<file path="src/rtl/alu_pkg.sv">
// Shared definitions for the ALU issue/capture shell: opcodes, FSM states
// and the packed command width ({a, b, op}).
package alu_pkg;

   localparam logic [2:0] OP_ADD = 3'b000;
   localparam logic [2:0] OP_SUB = 3'b001;
   localparam logic [2:0] OP_MUL = 3'b010;
   localparam logic [2:0] OP_SHL = 3'b011;
   localparam logic [2:0] OP_SHR = 3'b100;
   localparam logic [2:0] OP_AND = 3'b101;
   localparam logic [2:0] OP_OR  = 3'b110;
   localparam logic [2:0] OP_XOR = 3'b111;

   localparam int CMD_W = 19;

   typedef enum logic [1:0] {
      IDLE = 2'd0,
      EXEC = 2'd1,
      HOLD = 2'd2
   } state_t;

endpackage

</file>
<file path="src/rtl/alu_cmd_fifo.sv">
// Synchronous command FIFO. Pointers carry one extra wrap bit so that
// full/empty are distinguishable and level is a plain pointer difference.
// There is no push/pop bypass: a pop frees its slot for the next cycle only.
module alu_cmd_fifo
   import alu_pkg::*;
#(
   parameter int DEPTH = 4,
   parameter int AW    = 2
) (
   input  logic             clk,
   input  logic             rst_n,
   input  logic             push,
   input  logic             pop,
   input  logic [CMD_W-1:0] din,
   output logic [CMD_W-1:0] dout,
   output logic             full,
   output logic             empty,
   output logic [AW:0]      level
);

   logic [CMD_W-1:0] mem [DEPTH];
   logic [AW:0]      wr_ptr;
   logic [AW:0]      rd_ptr;
   logic             wr_en;
   logic             rd_en;

   assign full  = (wr_ptr[AW] != rd_ptr[AW]) && (wr_ptr[AW-1:0] == rd_ptr[AW-1:0]);
   assign empty = (wr_ptr == rd_ptr);
   assign level = wr_ptr - rd_ptr;
   assign wr_en = push && !full;
   assign rd_en = pop && !empty;
   assign dout  = mem[rd_ptr[AW-1:0]];

   // pointer update; the wrap bit rolls naturally at DEPTH
   always_ff @(posedge clk) begin
      if (!rst_n) begin
         wr_ptr <= '0;
         rd_ptr <= '0;
      end else begin
         if (wr_en) wr_ptr <= wr_ptr + (AW+1)'(1);
         if (rd_en) rd_ptr <= rd_ptr + (AW+1)'(1);
      end
   end

   // storage write; contents are only read back after being written
   always_ff @(posedge clk) begin
      if (wr_en) mem[wr_ptr[AW-1:0]] <= din;
   end

endmodule

</file>
<file path="src/rtl/alu_issue_queue.sv">
// Issue/capture shell around the combinational 8-bit ALU.
// Optional build macro: ALU_ZERO_FLAG_EN adds the res_zero output.
//
//  state | meaning
//  IDLE  | no command in flight; pop head when FIFO non-empty
//  EXEC  | ALU regs loaded, ALU settling; capture result at end of cycle
//  HOLD  | result presented on res_*; wait for res_ready
module alu_issue_queue
   import alu_pkg::*;
#(
   parameter int DEPTH = 4,
   parameter int AW    = 2
) (
   input  logic        clk,
   input  logic        rst_n,
   input  logic        cmd_valid,
   output logic        cmd_ready,
   input  logic [7:0]  cmd_a,
   input  logic [7:0]  cmd_b,
   input  logic [2:0]  cmd_op,
   output logic [7:0]  alu_a,
   output logic [7:0]  alu_b,
   output logic [2:0]  alu_op,
   input  logic [15:0] alu_out,
   input  logic        alu_cb,
   output logic        res_valid,
   input  logic        res_ready,
   output logic [15:0] res_out,
   output logic        res_cb,
   output logic [AW:0] level
`ifdef ALU_ZERO_FLAG_EN
   ,
   output logic        res_zero
`endif
);

   state_t           state_q;
   state_t           state_d;
   logic             full;
   logic             empty;
   logic             push;
   logic             pop;
   logic [CMD_W-1:0] head;

   assign cmd_ready = !full;
   assign push      = cmd_valid && cmd_ready;

   alu_cmd_fifo #(
      .DEPTH (DEPTH),
      .AW    (AW)
   ) u_fifo (
      .clk   (clk),
      .rst_n (rst_n),
      .push  (push),
      .pop   (pop),
      .din   ({cmd_a, cmd_b, cmd_op}),
      .dout  (head),
      .full  (full),
      .empty (empty),
      .level (level)
   );

   // state register
   always_ff @(posedge clk) begin
      if (!rst_n) state_q <= IDLE;
      else        state_q <= state_d;
   end

   // next state and pop decision; HOLD pops directly for back-to-back issue
   always_comb begin
      state_d = state_q;
      pop     = 1'b0;
      case (state_q)
         IDLE: begin
            if (!empty) begin
               pop     = 1'b1;
               state_d = EXEC;
            end
         end
         EXEC: state_d = HOLD;
         HOLD: begin
            if (res_ready) begin
               if (!empty) begin
                  pop     = 1'b1;
                  state_d = EXEC;
               end else begin
                  state_d = IDLE;
               end
            end
         end
         default: state_d = IDLE;
      endcase
   end

   // ALU operand registers and result capture
   always_ff @(posedge clk) begin
      if (!rst_n) begin
         alu_a     <= '0;
         alu_b     <= '0;
         alu_op    <= '0;
         res_valid <= 1'b0;
         res_out   <= '0;
         res_cb    <= 1'b0;
`ifdef ALU_ZERO_FLAG_EN
         res_zero  <= 1'b0;
`endif
      end else begin
         if (pop) {alu_a, alu_b, alu_op} <= head;
         if (state_q == EXEC) begin
            res_out   <= alu_out;
            // the ALU leaves cb stale for non-arithmetic ops
            res_cb    <= ((alu_op == OP_ADD) || (alu_op == OP_SUB)) ? alu_cb : 1'b0;
            res_valid <= 1'b1;
`ifdef ALU_ZERO_FLAG_EN
            res_zero  <= (alu_out == 16'h0);
`endif
         end else if ((state_q == HOLD) && res_ready) begin
            res_valid <= 1'b0;
         end
      end
   end

endmodule

</file>
<file path="config.mk">
export PLATFORM = sky130hd
export DESIGN_NAME = alu_issue_queue
export DESIGN_NICKNAME = d
export VERILOG_FILES = /design/src/rtl/alu_pkg.sv /design/src/rtl/alu_cmd_fifo.sv /design/src/rtl/alu_issue_queue.sv
export SDC_FILE = /design/constraint.sdc
export NUM_CORES = 1
export LEC_CHECK = 0
export CORE_UTILIZATION = 40
export DETAILED_ROUTE_END_ITERATION = 10
export HOLD_SLACK_MARGIN = 0.12
export PLACE_DENSITY = 0.67
export SYNTH_ARGS = -nofsm -noshare
export SYNTH_HDL_FRONTEND = slang
export SYNTH_SLANG_ARGS = --single-unit
</file>
<file path="constraint.sdc">
create_clock -name clk -period 2.6 [get_ports clk]
set_input_delay 0.52 -clock clk [delete_from_list [all_inputs] [get_ports clk]]
set_output_delay 0.52 -clock clk [all_outputs]
set_load 0.02 [all_outputs]
</file>
==> summary.txt <==
Global routing
  – First-pass GRT wire length: 17400 µm
  – Total track usage: 17.9%
  – Global route overflow: 0
  – Initial antenna violation count: 0
  – Largest net degree at the start of global routing: 49
  – Vias in the first global route: 3398

Floorplan
  – Die area: 12900 µm²
  – Die H: 113 µm
  – Initial core utilization: 41.1%
  – # IOs: 81
  – Std-Cell Rows: 40
  – Core area: 12100 µm²
  – Die W: 113 µm

STA
  – Slew @ Worst Pin: 608 ps
  – Worst Skew: 6.70 ps
  – Setup TNS: 0 ps
  – RSZ-0062 raised after global routing: false
  – Max-slew headroom: 59.4%
  – Final critical-path share of the clock period: 95.0%
  – Final-report max-slew violation count: 0
  – Crit path time final: 2470 ps
  – Fin Hold WS: 452 ps
  – Max Freq: 0.405 GHz
  – Final worst slack: 130 ps
  – Final Hold Vio Count: 0
  – Final setup fails: 0

Synthesis
  – Asr flop ratio synth: 0%
  – Netlist cell types: 33
  – Sequential cell area fraction in the yosys report: 64.1%
  – Post-synth EDFFs: 76
  – Post-synth net total: 401
  – Post-synth top area share: 46.0%
  – Area contributors post-synth: edfxtp_1 (46%), dfxtp_1 (18%), mux4_2 (8.6%)
  – #FFs+latches synth: 121
  – Synthesized area: 4960 µm²
  – Synthesized instance count: 353
  – Post-synth top flop: edfxtp_1
  – Syn Area/Cell: 14.1 µm²
  – Synth Warn #: 0
  – Area leader, netlist: edfxtp_1

Outcome
  – Outcome: finished clean

Clock network
  – Root Driver: clkbuf_16
  – CTS Buf Count: 17
  – Post-CTS setup buffers: 0
  – CTS tree: done
  – Clk buf depth: 2
  – H-tree depth: 4
  – Worst skew pair latency: 400 ps
  – Clock Sinks: 121
  – Reg clk slew, reported paths: 50 ps

Layout
  – ANT cells: 0
  – Final Util: 54.9%
  – Fin cells: 624
  – Final nets: 491
  – Area growth, synth to finish: 33.3%
  – Most common cell after layout, fill and taps aside: clkdlybuf4s50_1
  – Most frequent cells in the layout: clkdlybuf4s50_1 (77), edfxtp_1 (76), nand2_1 (44), dfxtp_1 (44), inv_1 (28)
  – Share of layout cells above drive strength 1: 19.3%
  – Cell area after layout: 6620 µm²

Hold path
  – Worst hold stages: 2
  – Worst hold path class: reg2reg

Route
  – Via-per-instance ratio: 5.23
  – Drt drc: 0
  – DRT Pass-1 Iters: 4
  – DRT antenna net count: 0
  – Drt total wl: 10700 µm
  – Detailed router's first-iteration violation count: 218
  – Routed len/inst: 17.1 µm
  – Via count: 3263

Setup path
  – CP Capture Type: output pin
  – CP arrival: 1950 ps
  – Crit start category: register
  – Critical path type: reg2out
  – Worst Path Required: 2080 ps
  – Worst r2r path cells: 6
  – Max FO, Critical Path: 4

Placed design
  – Pre-CTS setup slack: 139 ps
  – Port Buffers: 80
  – Detailed Place HPWL: 6900 µm
  – Placer congestion estimate: 0.702
  – Placed inst area: 6020 µm²
  – Inst Count DP: 592

Pwr
  – Power Dens Cells: 1070 nW/µm²
  – Leakage: 2.39 nW
  – VDD IR max: 0.000459 V
  – Final Power: 7.08 mW

Flow run
  – Maxcap violations: 0
==> timing repair <==
item,in CTS,in global routing
hold buffers,0,0
cloned,0,0
endpoints found under the setup margin,3,1
resized for setup,5,2
==> area by class of cell <==
class | instances | area (µm²)
Clock buffer | 23 | 479
Tap cell | 168 | 210
Timing Repair Buffer | 96 | 963
Inverter | 28 | 105
Clock inverter | 9 | 120
Multi-Input combinational cell | 179 | 1550
Sequential cell | 121 | 3180
Fill cell | 979 | 5450
==> logic make-up (layout without fill, tap and decap cells) <==
kind of cell | Yosys count | after routing | synth area share (%)
DFF | 121 | 121 | 64.1
xor gates and xnor gates | 3 | 3 | 0.681
AOI/OAI and AO/OA | 63 | 63 | 10.8
buffers and inverters | 53 | 156 | 4.69
and+or+nand+nor | 81 | 81 | 7.89
muxes | 24 | 24 | 9.63
adders and majority gates | 8 | 8 | 2.17
==> cells in the mapped netlist (2+ instances only) <==
library cell	instances
ha_1	7
buf_6	2
edfxtp_1	76
mux4_2	19
nand2b_1	4
nor2b_1	3
nand4_1	19
o211ai_2	19
a21oi_1	19
nand2_1	44
mux2i_1	5
o211ai_1	19
xnor2_1	2
buf_4	2
inv_1	28
and2_1	4
buf_2	9
nor2_1	2
dfxtp_1	45
clkbuf_1	12
==> registers in the layout, indices dropped and copies added, names as in the netlist <==
register	count
alu_op	3
state_q	2
u_fifo.rd_ptr	3
u_fifo.wr_ptr	3
alu_a	8
u_fifo.mem	76
alu_b	8
res_valid	1
res_cb	1
res_out	16
==> worst max-delay path, cell delays in order (launching register included) <==
cell	delay, ps
dfxtp_1	380
inv_1	110
ha_1	330
and2_0	270
nand2_1	110
dlygate4sd2_1	350
==> metal layers <==
metal | vias to the layer above | wire length [µm] | track usage, %
li1 | 1497 | - | -
met4 | 0 | 188 | 7.89
met3 | 19 | 676 | 4.78
met1 | 1611 | 4480 | 22.2
met5 | - | 0 | 0
met2 | 136 | 5340 | 29.7
==> power by group <==
group          switching [mW]  internal [mW]
clock                   0.772           1.58
sequential              0.164           2.33
combinational            1.25          0.977
total                    2.18           4.89
==> path summary, 6_finish.rpt <==
path / slack (ps) / end / startpoint
max: 130 / cmd_ready / u_fifo.wr_ptr[0]
min: 450 / res_cb / res_cb
max reg2reg: 290 / u_fifo.mem[3][7] / u_fifo.wr_ptr[0]
min reg2reg: 450 / res_cb / res_cb
Power figures use the tool's default switching activity.
